`src/rtl/sum_display_driver_pkg.sv`:
```
// Shared constants for the adder-result display driver: FSM encoding,
// seven-segment patterns (active-low gfedcba), anode patterns and BCD types.
package sum_display_driver_pkg;

  localparam logic [1:0] ST_IDLE    = 2'd0;
  localparam logic [1:0] ST_CONVERT = 2'd1;
  localparam logic [1:0] ST_UPDATE  = 2'd2;

  // One shift per binary input bit.
  localparam logic [2:0] CONV_ITERS = 3'd5;

  localparam logic [6:0] SEG_0     = 7'b1000000;
  localparam logic [6:0] SEG_1     = 7'b1111001;
  localparam logic [6:0] SEG_2     = 7'b0100100;
  localparam logic [6:0] SEG_3     = 7'b0110000;
  localparam logic [6:0] SEG_4     = 7'b0011001;
  localparam logic [6:0] SEG_5     = 7'b0010010;
  localparam logic [6:0] SEG_6     = 7'b0000010;
  localparam logic [6:0] SEG_7     = 7'b1111000;
  localparam logic [6:0] SEG_8     = 7'b0000000;
  localparam logic [6:0] SEG_9     = 7'b0010000;
  localparam logic [6:0] SEG_BLANK = 7'b1111111;

  localparam logic [3:0] AN_ONES = 4'b1110;
  localparam logic [3:0] AN_TENS = 4'b1101;
  localparam logic [3:0] AN_OFF  = 4'b1111;

  // Results are 0..31, so tens never exceeds 3.
  typedef struct packed {
    logic [1:0] tens;
    logic [3:0] ones;
  } bcd_pair_t;

endpackage

```
`src/rtl/sum_display_driver_bcd_to_seven_seg.sv`:
```
// Combinational BCD digit to active-low seven-segment pattern; zero latency.
// Non-decimal codes produce a blank pattern.
module bcd_to_seven_seg
  import sum_display_driver_pkg::*;
(
  input  logic [3:0] bcd,
  output logic [6:0] seg
);

  always_comb begin
    seg = SEG_BLANK;
    case (bcd)
      4'd0:    seg = SEG_0;
      4'd1:    seg = SEG_1;
      4'd2:    seg = SEG_2;
      4'd3:    seg = SEG_3;
      4'd4:    seg = SEG_4;
      4'd5:    seg = SEG_5;
      4'd6:    seg = SEG_6;
      4'd7:    seg = SEG_7;
      4'd8:    seg = SEG_8;
      4'd9:    seg = SEG_9;
      default: seg = SEG_BLANK;
    endcase
  end

endmodule

```
`src/rtl/sum_display_driver.sv`:
```
// Captures a 5-bit adder result, converts it to BCD by double-dabble (6 cycles
// load to display) and multiplexes two digits; loads while busy are dropped.
module sum_display_driver
  import sum_display_driver_pkg::*;
#(
  parameter int REFRESH_BITS = 17,
  parameter int BLANK_LZ     = 1
) (
  input  logic       clk,
  input  logic       reset,
  input  logic       load,
  input  logic [4:0] Data,
  output logic       busy,
  output logic [6:0] seg,
  output logic [3:0] an,
  output logic       dp
);

  localparam logic [REFRESH_BITS-1:0] REFRESH_ONE = {{(REFRESH_BITS-1){1'b0}}, 1'b1};

  logic [1:0]              state_q,   state_d;
  logic [4:0]              bin_q,     bin_d;
  bcd_pair_t               scr_q,     scr_d;
  logic [2:0]              iter_q,    iter_d;
  bcd_pair_t               disp_q,    disp_d;
  logic                    busy_q,    busy_d;
  logic [REFRESH_BITS-1:0] refresh_q, refresh_d;

  logic [3:0] ones_adj;
  logic       sel_tens;
  logic       blank_tens;
  logic [3:0] digit;
  logic [6:0] seg_raw;

  always_comb begin
    state_d  = state_q;
    bin_d    = bin_q;
    scr_d    = scr_q;
    iter_d   = iter_q;
    disp_d   = disp_q;
    busy_d   = busy_q;
    ones_adj = scr_q.ones;

    case (state_q)
      ST_IDLE: begin
        if (load) begin
          bin_d   = Data;
          scr_d   = '0;
          iter_d  = '0;
          busy_d  = 1'b1;
          state_d = ST_CONVERT;
        end
      end
      ST_CONVERT: begin
        // Tens stays <= 3 for a 5-bit input, so only the ones digit needs add-3.
        ones_adj = (scr_q.ones >= 4'd5) ? (scr_q.ones + 4'd3) : scr_q.ones;
        {scr_d.tens, scr_d.ones, bin_d} = {scr_q.tens[0], ones_adj, bin_q, 1'b0};
        iter_d = iter_q + 3'd1;
        if (iter_q == CONV_ITERS - 3'd1) begin
          state_d = ST_UPDATE;
        end
      end
      ST_UPDATE: begin
        disp_d  = scr_q;
        busy_d  = 1'b0;
        state_d = ST_IDLE;
      end
      default: begin
        busy_d  = 1'b0;
        state_d = ST_IDLE;
      end
    endcase
  end

  always_comb begin
    refresh_d = refresh_q + REFRESH_ONE;
  end

  always_ff @(posedge clk or posedge reset) begin
    if (reset) begin
      state_q   <= ST_IDLE;
      bin_q     <= '0;
      scr_q     <= '0;
      iter_q    <= '0;
      disp_q    <= '0;
      busy_q    <= 1'b0;
      refresh_q <= '0;
    end else begin
      state_q   <= state_d;
      bin_q     <= bin_d;
      scr_q     <= scr_d;
      iter_q    <= iter_d;
      disp_q    <= disp_d;
      busy_q    <= busy_d;
      refresh_q <= refresh_d;
    end
  end

  always_comb begin
    sel_tens   = refresh_q[REFRESH_BITS-1];
    blank_tens = sel_tens && (BLANK_LZ != 0) && (disp_q.tens == 2'd0);
    digit      = sel_tens ? {2'b00, disp_q.tens} : disp_q.ones;
  end

  bcd_to_seven_seg u_bcd_to_seven_seg (
    .bcd (digit),
    .seg (seg_raw)
  );

  always_comb begin
    seg  = blank_tens ? SEG_BLANK : seg_raw;
    an   = blank_tens ? AN_OFF : (sel_tens ? AN_TENS : AN_ONES);
    busy = busy_q;
    dp   = 1'b1;
  end

endmodule

```
`config.mk`:
```
export PLATFORM = sky130hd
export DESIGN_NAME = sum_display_driver
export DESIGN_NICKNAME = d
export VERILOG_FILES = /design/src/rtl/sum_display_driver_pkg.sv /design/src/rtl/sum_display_driver_bcd_to_seven_seg.sv /design/src/rtl/sum_display_driver.sv
export SDC_FILE = /design/constraint.sdc
export NUM_CORES = 1
export LEC_CHECK = 0
export CORE_ASPECT_RATIO = 0.9
export CORE_MARGIN = 2
export CORE_UTILIZATION = 55
export DETAILED_ROUTE_END_ITERATION = 16
export GPL_ROUTABILITY_DRIVEN = 0
export GPL_TIMING_DRIVEN = 0
export PLACE_DENSITY = 0.77
export SLEW_MARGIN = 20
export SYNTH_ARGS = -nofsm -noshare
export SYNTH_HDL_FRONTEND = slang
export SYNTH_SLANG_ARGS = --single-unit
```
`constraint.sdc`:
```
create_clock -name clk -period 4.14 [get_ports clk]
set_clock_uncertainty 0.2 [all_clocks]
set_input_delay 0.828 -clock clk [delete_from_list [all_inputs] [get_ports clk]]
set_output_delay 0.828 -clock clk [all_outputs]
set_load 0.01 [all_outputs]
```
==> results.yml <==
setup_path:
  critPathKind: "flip-flop to primary output"
  path_max_fanout: 10
  max_stage_delay_ns: 0.55
  r2r_slack_ns: 2.49
  r2r_start: "refresh_q[0]$_DFF_PP0_"
  worst-path-stages: 7
  start_kind: "flip-flop"
  r2r-end: "refresh_q[16]$_DFF_PP0_"
  arrival_ns: 2.53
  required_ns: 3.11
  rr_worst_depth: 4
  crit_buf_inv: 2
  crit_family: "buffers and inverters"
  crit_slowest_cell: "clkdlybuf4s50_1"
  end_kind: "primary output"
  path_cells: "buf_2 -> mux2i_1 -> ha_1 -> nor3b_1 -> o21bai_1 -> o211ai_1 -> clkdlybuf4s50_1"
synth:
  yosys.area.top_type: "dfrtp_1"
  synth_top_family_by_area: "simple AND/OR/NAND/NOR gates"
  yosys_warnings: 0
  synth_xor_area_frac: 0.06623
  ys_seq_elements: 40
  ys.flop_type: "dfrtp_1"
  synthAdderAreaFrac: 0.05914
  yosys-top-cells-area: "dfrtp_1, ha_1, nand2_1"
  synth_edf_count: 0
  synth_cell_type_count: 39
  synthSimpleGateAreaFrac: 0.1679
  synthArstFlopShare: 1.000
  synth-compound-area-share: 0.1437
  synthCells: 214
  synth.top_cell.area_share: 0.4731
  syn_avg_cell_area_um2: 9.887
  ys_seq_area_frac: 0.4731
  synth_area_um2: 2116
  muxShareOfSynthArea: 0.02602
clock_network:
  clk_pin_slew_ns: 0.07
  cts.sinks: 40
  cts_tree: "built"
  cts_resized: 0
  insertion_delay_ns: 0.28
  post-cts-setup-buffers: 0
  h-tree-depth: 2
  max-clock-path-buffers: 2
  cts_root_buffer: "clkbuf_8"
  postCtsHoldBufs: 0
  cts_made_buffers: 5
sta:
  setup-tns-final_ns: 0
  setup_viol: 0
  timing.fmax_mhz: 281.4
  slew_viol_final: 0
  hold_violations: 0
  setup_ws_ns: 0.5860
  rsz0062_at_grt: "false"
  period_needed_ns: 3.554
  finalCritPeriodShare: 0.8585
min_path:
  worst_hold_path_type: "flip-flop to flip-flop"
  whs_endpoint: "refresh_q[14]$_DFF_PP0_"
  min_path_cells: 1
  min_from: "refresh_q[14]$_DFF_PP0_"
placed_design:
  place.port_buffers: 17
  pre_cts_ws_ns: 0.8917
  dp_hpwl_mm: 2.620
detailed_routing:
  viasPerCell: 5.554
  detail-route-antenna-nets: 0
  vias: 1583
  drc: 0
  drt_iter0_drc: 61
  routed_wl_mm: 3.635
  wl_per_cell_um: 12.75
  firstDrtPassIters: 4
floorplan:
  die_w_um: 69.38
  rows: 21
  die-area_um2: 4360
  initial_core_util: 0.5711
  core-area_um2: 3705
  io_pins: 21
  die_h_um: 62.84
global_route:
  grt_pass1_vias: 1520
  overflow: 0
  grt_max_degree: 29
  grt_pass1_wl_mm: 6.658
  antenna_found_initial: 0
  grtUsageTotal: 0.1889
finish:
  drive_gt1_frac: 0.08787
  layout.nets: 259
  syn2layout_area_growth_pct: 15.32
  layout_common_cells: "dfrtp_1, nand2_1, o21ai_0, clkdlybuf4s50_1, inv_1"
  diodes: 0
  layout_commonest_cell: "dfrtp_1"
flow_run:
  maxCapViolCount: 0
power:
  power_leakage_nw: 1.106
  ir_worst_vdd_mv: 0.3872
  power.density_nw_per_um2: 564.0
outcome:
  outcome: "completed"
[metal layers]
layer  wire [µm]  vias to the layer above  global-route usage
li1            -                      790                   -
met1        1822                      755              0.2537
met2        1643                       34              0.2981
met3         133                        4             0.05323
met4          36                        0             0.05882
met5           0                        -                   0
[layout make-up]
type	count	area (µm²)
multi-input cells	146	991.0
well taps	46	57.56
clock buffers	5	68.82
fillers	306	1265
plain buffers	13	67.56
flip-flops and latches	40	1001
repair buffers	18	190.2
inverters	17	63.81
[logic make-up after synthesis]
| logic type | count (synthesis) |
|---|---|
| flip-flops | 40 |
| XOR/XNOR | 16 |
| other | 1 |
| AO/OA/AOI/OAI | 46 |
| buffers and inverters | 30 |
| adder cells (fa/ha/maj) | 10 |
| multiplexers | 5 |
| AND/OR/NAND/NOR | 66 |
[registers in the layout, indices dropped and copies added, names as in the netlist]
register / flops
refresh_q: 17
disp_q: 6
scr_q: 6
bin_q: 5
iter_q: 3
state_q: 2
busy: 1
[synthesized netlist by cell type, types with 2 or more instances]
| cell type | instances |
|---|---|
| nand2b_1 | 4 |
| and3b_1 | 3 |
| o31ai_1 | 2 |
| o21ai_0 | 17 |
| buf_4 | 3 |
| dfrtp_1 | 40 |
| nand3_1 | 5 |
| nor2b_1 | 5 |
| o211ai_1 | 4 |
| o221ai_1 | 2 |
| o2111ai_1 | 2 |
| nor4_1 | 6 |
| nor3_1 | 3 |
| clkbuf_1 | 4 |
| a21oi_1 | 5 |
| a31oi_1 | 2 |
| a22o_1 | 5 |
| ha_1 | 10 |
| nand2_1 | 23 |
| mux2_2 | 4 |
| xor2_1 | 8 |
| nand4_1 | 5 |
| nor2_1 | 7 |
| buf_2 | 6 |
| inv_1 | 17 |
| xnor2_1 | 8 |
| o21bai_1 | 2 |
[how the worst max path moves through the flow]
stage / startpoint / end / slack (ns)
3_5_place_dp: refresh_q[16]$_DFF_PP0_ / seg[3] / 0.89
5_1_grt: refresh_q[16]$_DFF_PP0_ / seg[3] / 0.34
3_3_place_gp: refresh_q[16]$_DFF_PP0_ / seg[3] / 0.89
6_report: refresh_q[16]$_DFF_PP0_ / seg[3] / 0.59
2_1_floorplan: refresh_q[16]$_DFF_PP0_ / seg[6] / 1.58
4_1_cts: refresh_q[16]$_DFF_PP0_ / seg[3] / 0.56
[power by group]
| part | switching, mW | leakage (nW) | internal (mW) | total, mW |
|---|---|---|---|---|
| logic | 0.299 | 0.548 | 0.297 | 0.596 |
| clock network | 0.119 | 0.0359 | 0.109 | 0.228 |
| registers | 0.0706 | 0.522 | 0.482 | 0.552 |
| total | 0.489 | 1.11 | 0.887 | 1.38 |
[stage by stage]
step | total power [mW] | std cells | utilization | area (µm²) | hold slack, ns
after floorplan | 0.9463 | 216 | - | 2123 | 0.2413
after CTS | 1.387 | 285 | 0.6586 | 2440 | 0.2779
final | 1.376 | 285 | 0.6586 | 2440 | 0.2770
after global routing | 1.498 | 285 | 0.6586 | 2440 | 0.2885
after global placement | 1.140 | 279 | 0.6346 | 2351 | 0.2601
after detailed placement | 1.157 | 280 | 0.6400 | 2371 | 0.2588
(Power assumes the default switching activity.)
